--- src/rtl/branch_control_unit.sv ---
`default_nettype none
// ============================================================================
// Module   : branch_control_unit
// Brief    : Branch/jump resolution for a RISC-V style PC mux, with optional
//            branch statistics counters enabled by BRANCH_CONTROL_UNIT_STATS_EN.
// Revision : 1.0 - initial release
// ============================================================================
module branch_control_unit #(
  parameter int COUNT_WIDTH = 32
) (
  input  logic                   CLK,
  input  logic                   RESET,
  input  logic [31:0]            DATA1,
  input  logic [31:0]            DATA2,
  input  logic [3:0]             SELECT,
  output logic                   PC_MUX_OUT
`ifdef BRANCH_CONTROL_UNIT_STATS_EN
  ,
  output logic [COUNT_WIDTH-1:0] BRANCH_COUNT,
  output logic [COUNT_WIDTH-1:0] TAKEN_COUNT
`endif
);

  localparam logic [3:0] c_sel_beq  = 4'b1000;
  localparam logic [3:0] c_sel_bne  = 4'b1001;
  localparam logic [3:0] c_sel_jal  = 4'b1010;
  localparam logic [3:0] c_sel_rsvd = 4'b1011;
  localparam logic [3:0] c_sel_blt  = 4'b1100;
  localparam logic [3:0] c_sel_bge  = 4'b1101;
  localparam logic [3:0] c_sel_bltu = 4'b1110;
  localparam logic [3:0] c_sel_bgeu = 4'b1111;

  logic w_eq;
  logic w_lt_signed;
  logic w_lt_unsigned;
  logic w_taken;

  assign w_eq          = (DATA1 == DATA2);
  assign w_lt_signed   = ($signed(DATA1) < $signed(DATA2));
  assign w_lt_unsigned = (DATA1 < DATA2);

  // Every legal code is listed so an unknown SELECT falls to default and
  // propagates X instead of being silently resolved to "not taken".
  always_comb begin
    w_taken = 1'b0;
    case (SELECT)
      4'b0000, 4'b0001, 4'b0010, 4'b0011,
      4'b0100, 4'b0101, 4'b0110, 4'b0111: w_taken = 1'b0;
      c_sel_beq:  w_taken = w_eq;
      c_sel_bne:  w_taken = ~w_eq;
      c_sel_jal:  w_taken = 1'b1;
      c_sel_rsvd: w_taken = 1'b0;
      c_sel_blt:  w_taken = w_lt_signed;
      c_sel_bge:  w_taken = ~w_lt_signed;
      c_sel_bltu: w_taken = w_lt_unsigned;
      c_sel_bgeu: w_taken = ~w_lt_unsigned;
      default:    w_taken = 1'bx;
    endcase
  end

  assign PC_MUX_OUT = w_taken;

`ifdef BRANCH_CONTROL_UNIT_STATS_EN
  logic [COUNT_WIDTH-1:0] r_branch_count;
  logic [COUNT_WIDTH-1:0] r_taken_count;

  // Counters wrap naturally at all-ones.
  always_ff @(posedge CLK or negedge RESET) begin
    if (!RESET) begin
      r_branch_count <= '0;
      r_taken_count  <= '0;
    end else begin
      if (SELECT[3]) r_branch_count <= r_branch_count + 1'b1;
      if (w_taken)   r_taken_count  <= r_taken_count + 1'b1;
    end
  end

  assign BRANCH_COUNT = r_branch_count;
  assign TAKEN_COUNT  = r_taken_count;
`else
  // Clock, reset and counter width are intentionally unused in this build.
  logic w_unused;
  assign w_unused = ^{CLK, RESET, (COUNT_WIDTH > 0)};
`endif

endmodule
`default_nettype wire

--- config.mk ---
export PLATFORM = sky130hd
export DESIGN_NAME = branch_control_unit
export DESIGN_NICKNAME = d
export VERILOG_FILES = /design/src/rtl/branch_control_unit.sv
export SDC_FILE = /design/constraint.sdc
export NUM_CORES = 1
export LEC_CHECK = 0
export ABC_CLOCK_PERIOD_IN_PS = 6800
export CORE_ASPECT_RATIO = 0.7
export CORE_UTILIZATION = 37
export DETAILED_ROUTE_END_ITERATION = 8
export PLACE_DENSITY = 0.95
export SYNTH_ARGS = -nofsm -noshare
export SYNTH_HDL_FRONTEND = slang
export SYNTH_SLANG_ARGS = --single-unit
--- constraint.sdc ---
create_clock -name vclk -period 6.8
set_input_delay 1.7 -clock vclk [all_inputs]
set_output_delay 1.7 -clock vclk [all_outputs]
set_load 0.05 [all_outputs]
* Word level (Yosys, flattened, before mapping)
Index checks and enable logic that the tools add are counted.
** Operators by class
- Order comparisons :: 2
- Equality and inequality tests :: 16
- Multiplexer cells :: 1
- Bitwise operators :: 3
- Reductions and logical operators :: 2
** Operators with widths (number)
- $lt 32x32->1 :: 2
- $eq 32x32->1 :: 1
- $eq 4x4->1 const B :: 8
- $eq 4x3->1 const B :: 4
- $reduce_or 9->1 :: 1
- $eq 4x2->1 const B :: 2
- $pmux 1 s8 :: 1
- $eq 4x1->1 const B :: 1
- $logic_not 4->1 :: 1
- $not 1->1 :: 3
** Word-level totals
- Register bits :: 0
- Input port bits :: 70
- Output and inout bits :: 1
- Word-level logic and storage cells :: 24

* Depth between registers and ports, before layout
- Depth after elaboration :: 3
- Depth in mapped cells :: 8
- Mapped depth without buffers :: 8

* Least setup slack after synthesis
OpenSTA, ideal clock, no wires.
- Kind :: in2out
- From :: input DATA2[29]
- To :: output PC_MUX_OUT
- Arrival :: 3.479 ns
- Data required time :: 5.100 ns
- Setup slack :: 1.621 ns
- Stages on the path :: 8
- Buffers on the path :: 0
- Cell sequence :: inv_1 > ha_1 > a21o_1 > a21o_1 > a221oi_2 > o21ai_1 > or3_1 > a221o_1
** On the way
- Word-level cells in the longest chain between the ends :: 3
- Elaborated cells between the ends (all ways) :: 7
- Classes of those cells :: 2 x order compare; 1 x eq/ne; 1 x mux; 3 x bitwise
** RTL lines
- from (decl) :: line 14 : input logic [31:0] DATA2,
- $lt 32x32->1 (tied with other cells) :: line 40 : assign w_lt_unsigned = (DATA1 < DATA2);
- $not 1->1, on equally long branches :: line 56, 50, 54
- $pmux 1 s8 (*) :: line 46 : case (SELECT)
- to (decl) :: line 16 : output logic PC_MUX_OUT
Every way passes the cells marked *; elsewhere a longest branch is shown, timed or not.

* Final worst setup path
- From :: input DATA2[26]
- To :: output PC_MUX_OUT
The elaborated chain is that of the path after synthesis.

==> impl_metrics.json <==
{
  "area_growth_pct": 85.0,
  "final_antenna_net_count": 0,
  "crit_required_ps": 5100,
  "wl_um": 2400,
  "routedWlPerCell_um": 10.9,
  "dieArea_sq_um": 2520,
  "cts_setup_buffers": 0,
  "grt_pass1_wl_um": 3850,
  "track_usage": 0.189,
  "tightestPinTransition_ps": 674,
  "cts_resized": 0,
  "final_core_util": 0.732,
  "drive_above_1_share": 0.0159,
  "final_nets": 293,
  "gp_congestion": 0.702,
  "drc": 0,
  "crit_arrival_ps": 4790,
  "synth_area_sq_um": 860,
  "drtIter0Drc": 11,
  "hpwl_um": 2270,
  "end_kind": "primary output",
  "multi_input_area_sq_um": 739,
  "design.seq.count": 0,
  "dieWidth_um": 59.6,
  "regArea_sq_um": 0,
  "cts_hold_buf": 0,
  "fin_crit_ps": 6490,
  "nClkBuffers": 0,
  "syn_inst": 120,
  "worstHoldPathType": "in -> out",
  "postSynthAreaPerCell_sq_um": 7.16,
  "synth.distinct_cells": 23,
  "initial_core_util": 0.396,
  "fillers": 191,
  "setup_viol": 0,
  "overflow": 0,
  "finalSetupTns_ps": 0,
  "antenna_found_initial": 0,
  "relSlewSlack": 0.547,
  "grt_max_degree": 4,
  "max_cap_violations": 0,
  "path_max_fanout": 3,
  "finalCritPeriodShare": 0.954,
  "powerDensity_nw_per_um2": 55.6,
  "num_rows": 14,
  "grt_setup_unrepaired": "no",
  "crit_path_start_kind": "input port",
  "yosysSeqAreaShare": 0,
  "syn-num-nets": 222,
  "finalHoldViolCount": 0,
  "power_leakage_nw": 0.803,
  "die_h_um": 42.3,
  "firstDrtPassIters": 4,
  "whs_ps": 4850,
  "grt_pass1_vias": 1039,
  "ioPinCount": 71,
  "viasPerCell": 4.85,
  "fmax_mhz": 154,
  "maxSlewViolCount": 0,
  "port_buffers": 69,
  "via_count": 1072,
  "crit_type": "in -> out",
  "status": "completed",
  "core-area_sq_um": 2170,
  "ir_drop_v": 0.0000248,
  "diodes": 0,
  "yosysWarnings": 0
}
## per-layer routing
metal / part of all wire / GRT usage / vias up / wire length, um
met5: 0 / 0 / - / 0
met4: 0 / 0.0233 / 0 / 0
met3: 0.064 / 0.0154 / 0 / 153
met2: 0.54 / 0.400 / 32 / 1290
met1: 0.40 / 0.200 / 478 / 962
li1: - / - / 562 / -
## where the power goes
group,switching (mW),internal [mW],total (mW)
sequential,0,0,0
clock,0,0,0
combinational,0.0327,0.0557,0.0884
total,0.0327,0.0557,0.0884
## critical path: stages
cell and delay [ps]:
clkdlybuf4s50_1 450, inv_1 40, ha_1 300, nand4_1 160, nor4_1 650, a31oi_1 210
xor2_1 170, nor2_1 50, a221o_1 340, clkdlybuf4s50_1 710
## cell usage after synthesis
| cell type | count | share of area |
|---|---|---|
| nor2_1 | 7 | 0.031 |
| nor4_1 | 2 | 0.015 |
| a221o_1 | 1 | 0.012 |
| xnor2_1 | 1 | 0.010 |
| ha_1 | 32 | 0.47 |
| a221oi_2 | 1 | 0.017 |
| o311a_1 | 1 | 0.012 |
| nor2b_1 | 1 | 0.0073 |
| a21o_1 | 3 | 0.026 |
| o21ai_1 | 1 | 0.0058 |
| xor2_1 | 1 | 0.010 |
| a31oi_1 | 1 | 0.0073 |
| o31a_2 | 1 | 0.012 |
| a21boi_0 | 2 | 0.017 |
| o21ai_0 | 2 | 0.012 |
| nand3_1 | 5 | 0.029 |
| a21oi_1 | 11 | 0.064 |
| or3_1 | 1 | 0.0073 |
| a221oi_1 | 1 | 0.010 |
| nand2_1 | 4 | 0.017 |
| inv_1 | 32 | 0.14 |
| o211ai_2 | 1 | 0.015 |
| nand4_1 | 8 | 0.058 |
## placed cells by master, fill, tap and decap left out, types with 2 or more instances in the layout
| cell | instances |
|---|---|
| a21boi_0 | 2 |
| a21o_1 | 3 |
| a21oi_1 | 11 |
| clkdlybuf4s50_1 | 69 |
| ha_1 | 32 |
| inv_1 | 32 |
| nand2_1 | 4 |
| nand3_1 | 5 |
| nand4_1 | 8 |
| nor2_1 | 7 |
| nor4_1 | 2 |
| o21ai_0 | 2 |
## cell families (layout without fill, tap and decap cells)
kind of cell	count (synthesis)	count (layout)	synth area share
fa+ha+maj	32	32	0.466
buf+inv	32	101	0.140
simple gates	28	28	0.164
compound gates	26	26	0.210
xor+xnor	2	2	0.0204
## through the flow
step / setup WS [ps] / cells / instance area, sq um / power, mW
floorplan: 1620 / 120 / 860 / 0.0388
global placement: 432 / 221 / 1590 / 0.0846
finish: 314 / 221 / 1590 / 0.0884
global route: 176 / 221 / 1590 / 0.0984
detailed placement: 308 / 221 / 1590 / 0.0889
CTS: 307 / 221 / 1590 / 0.0893
## area by class of cell
type	instances	share of cell area
repair buffers	69	0.434
well taps	32	0.0252
multi-input cells	88	0.465
inverters	32	0.0755
## final timing paths
| path | from | to | cells past startpoint |
|---|---|---|---|
| setup / recovery | DATA2[26] | PC_MUX_OUT | 10 |
| hold / removal | SELECT[3] | PC_MUX_OUT | 3 |
Note: power is estimated with default switching activity, not from simulation.
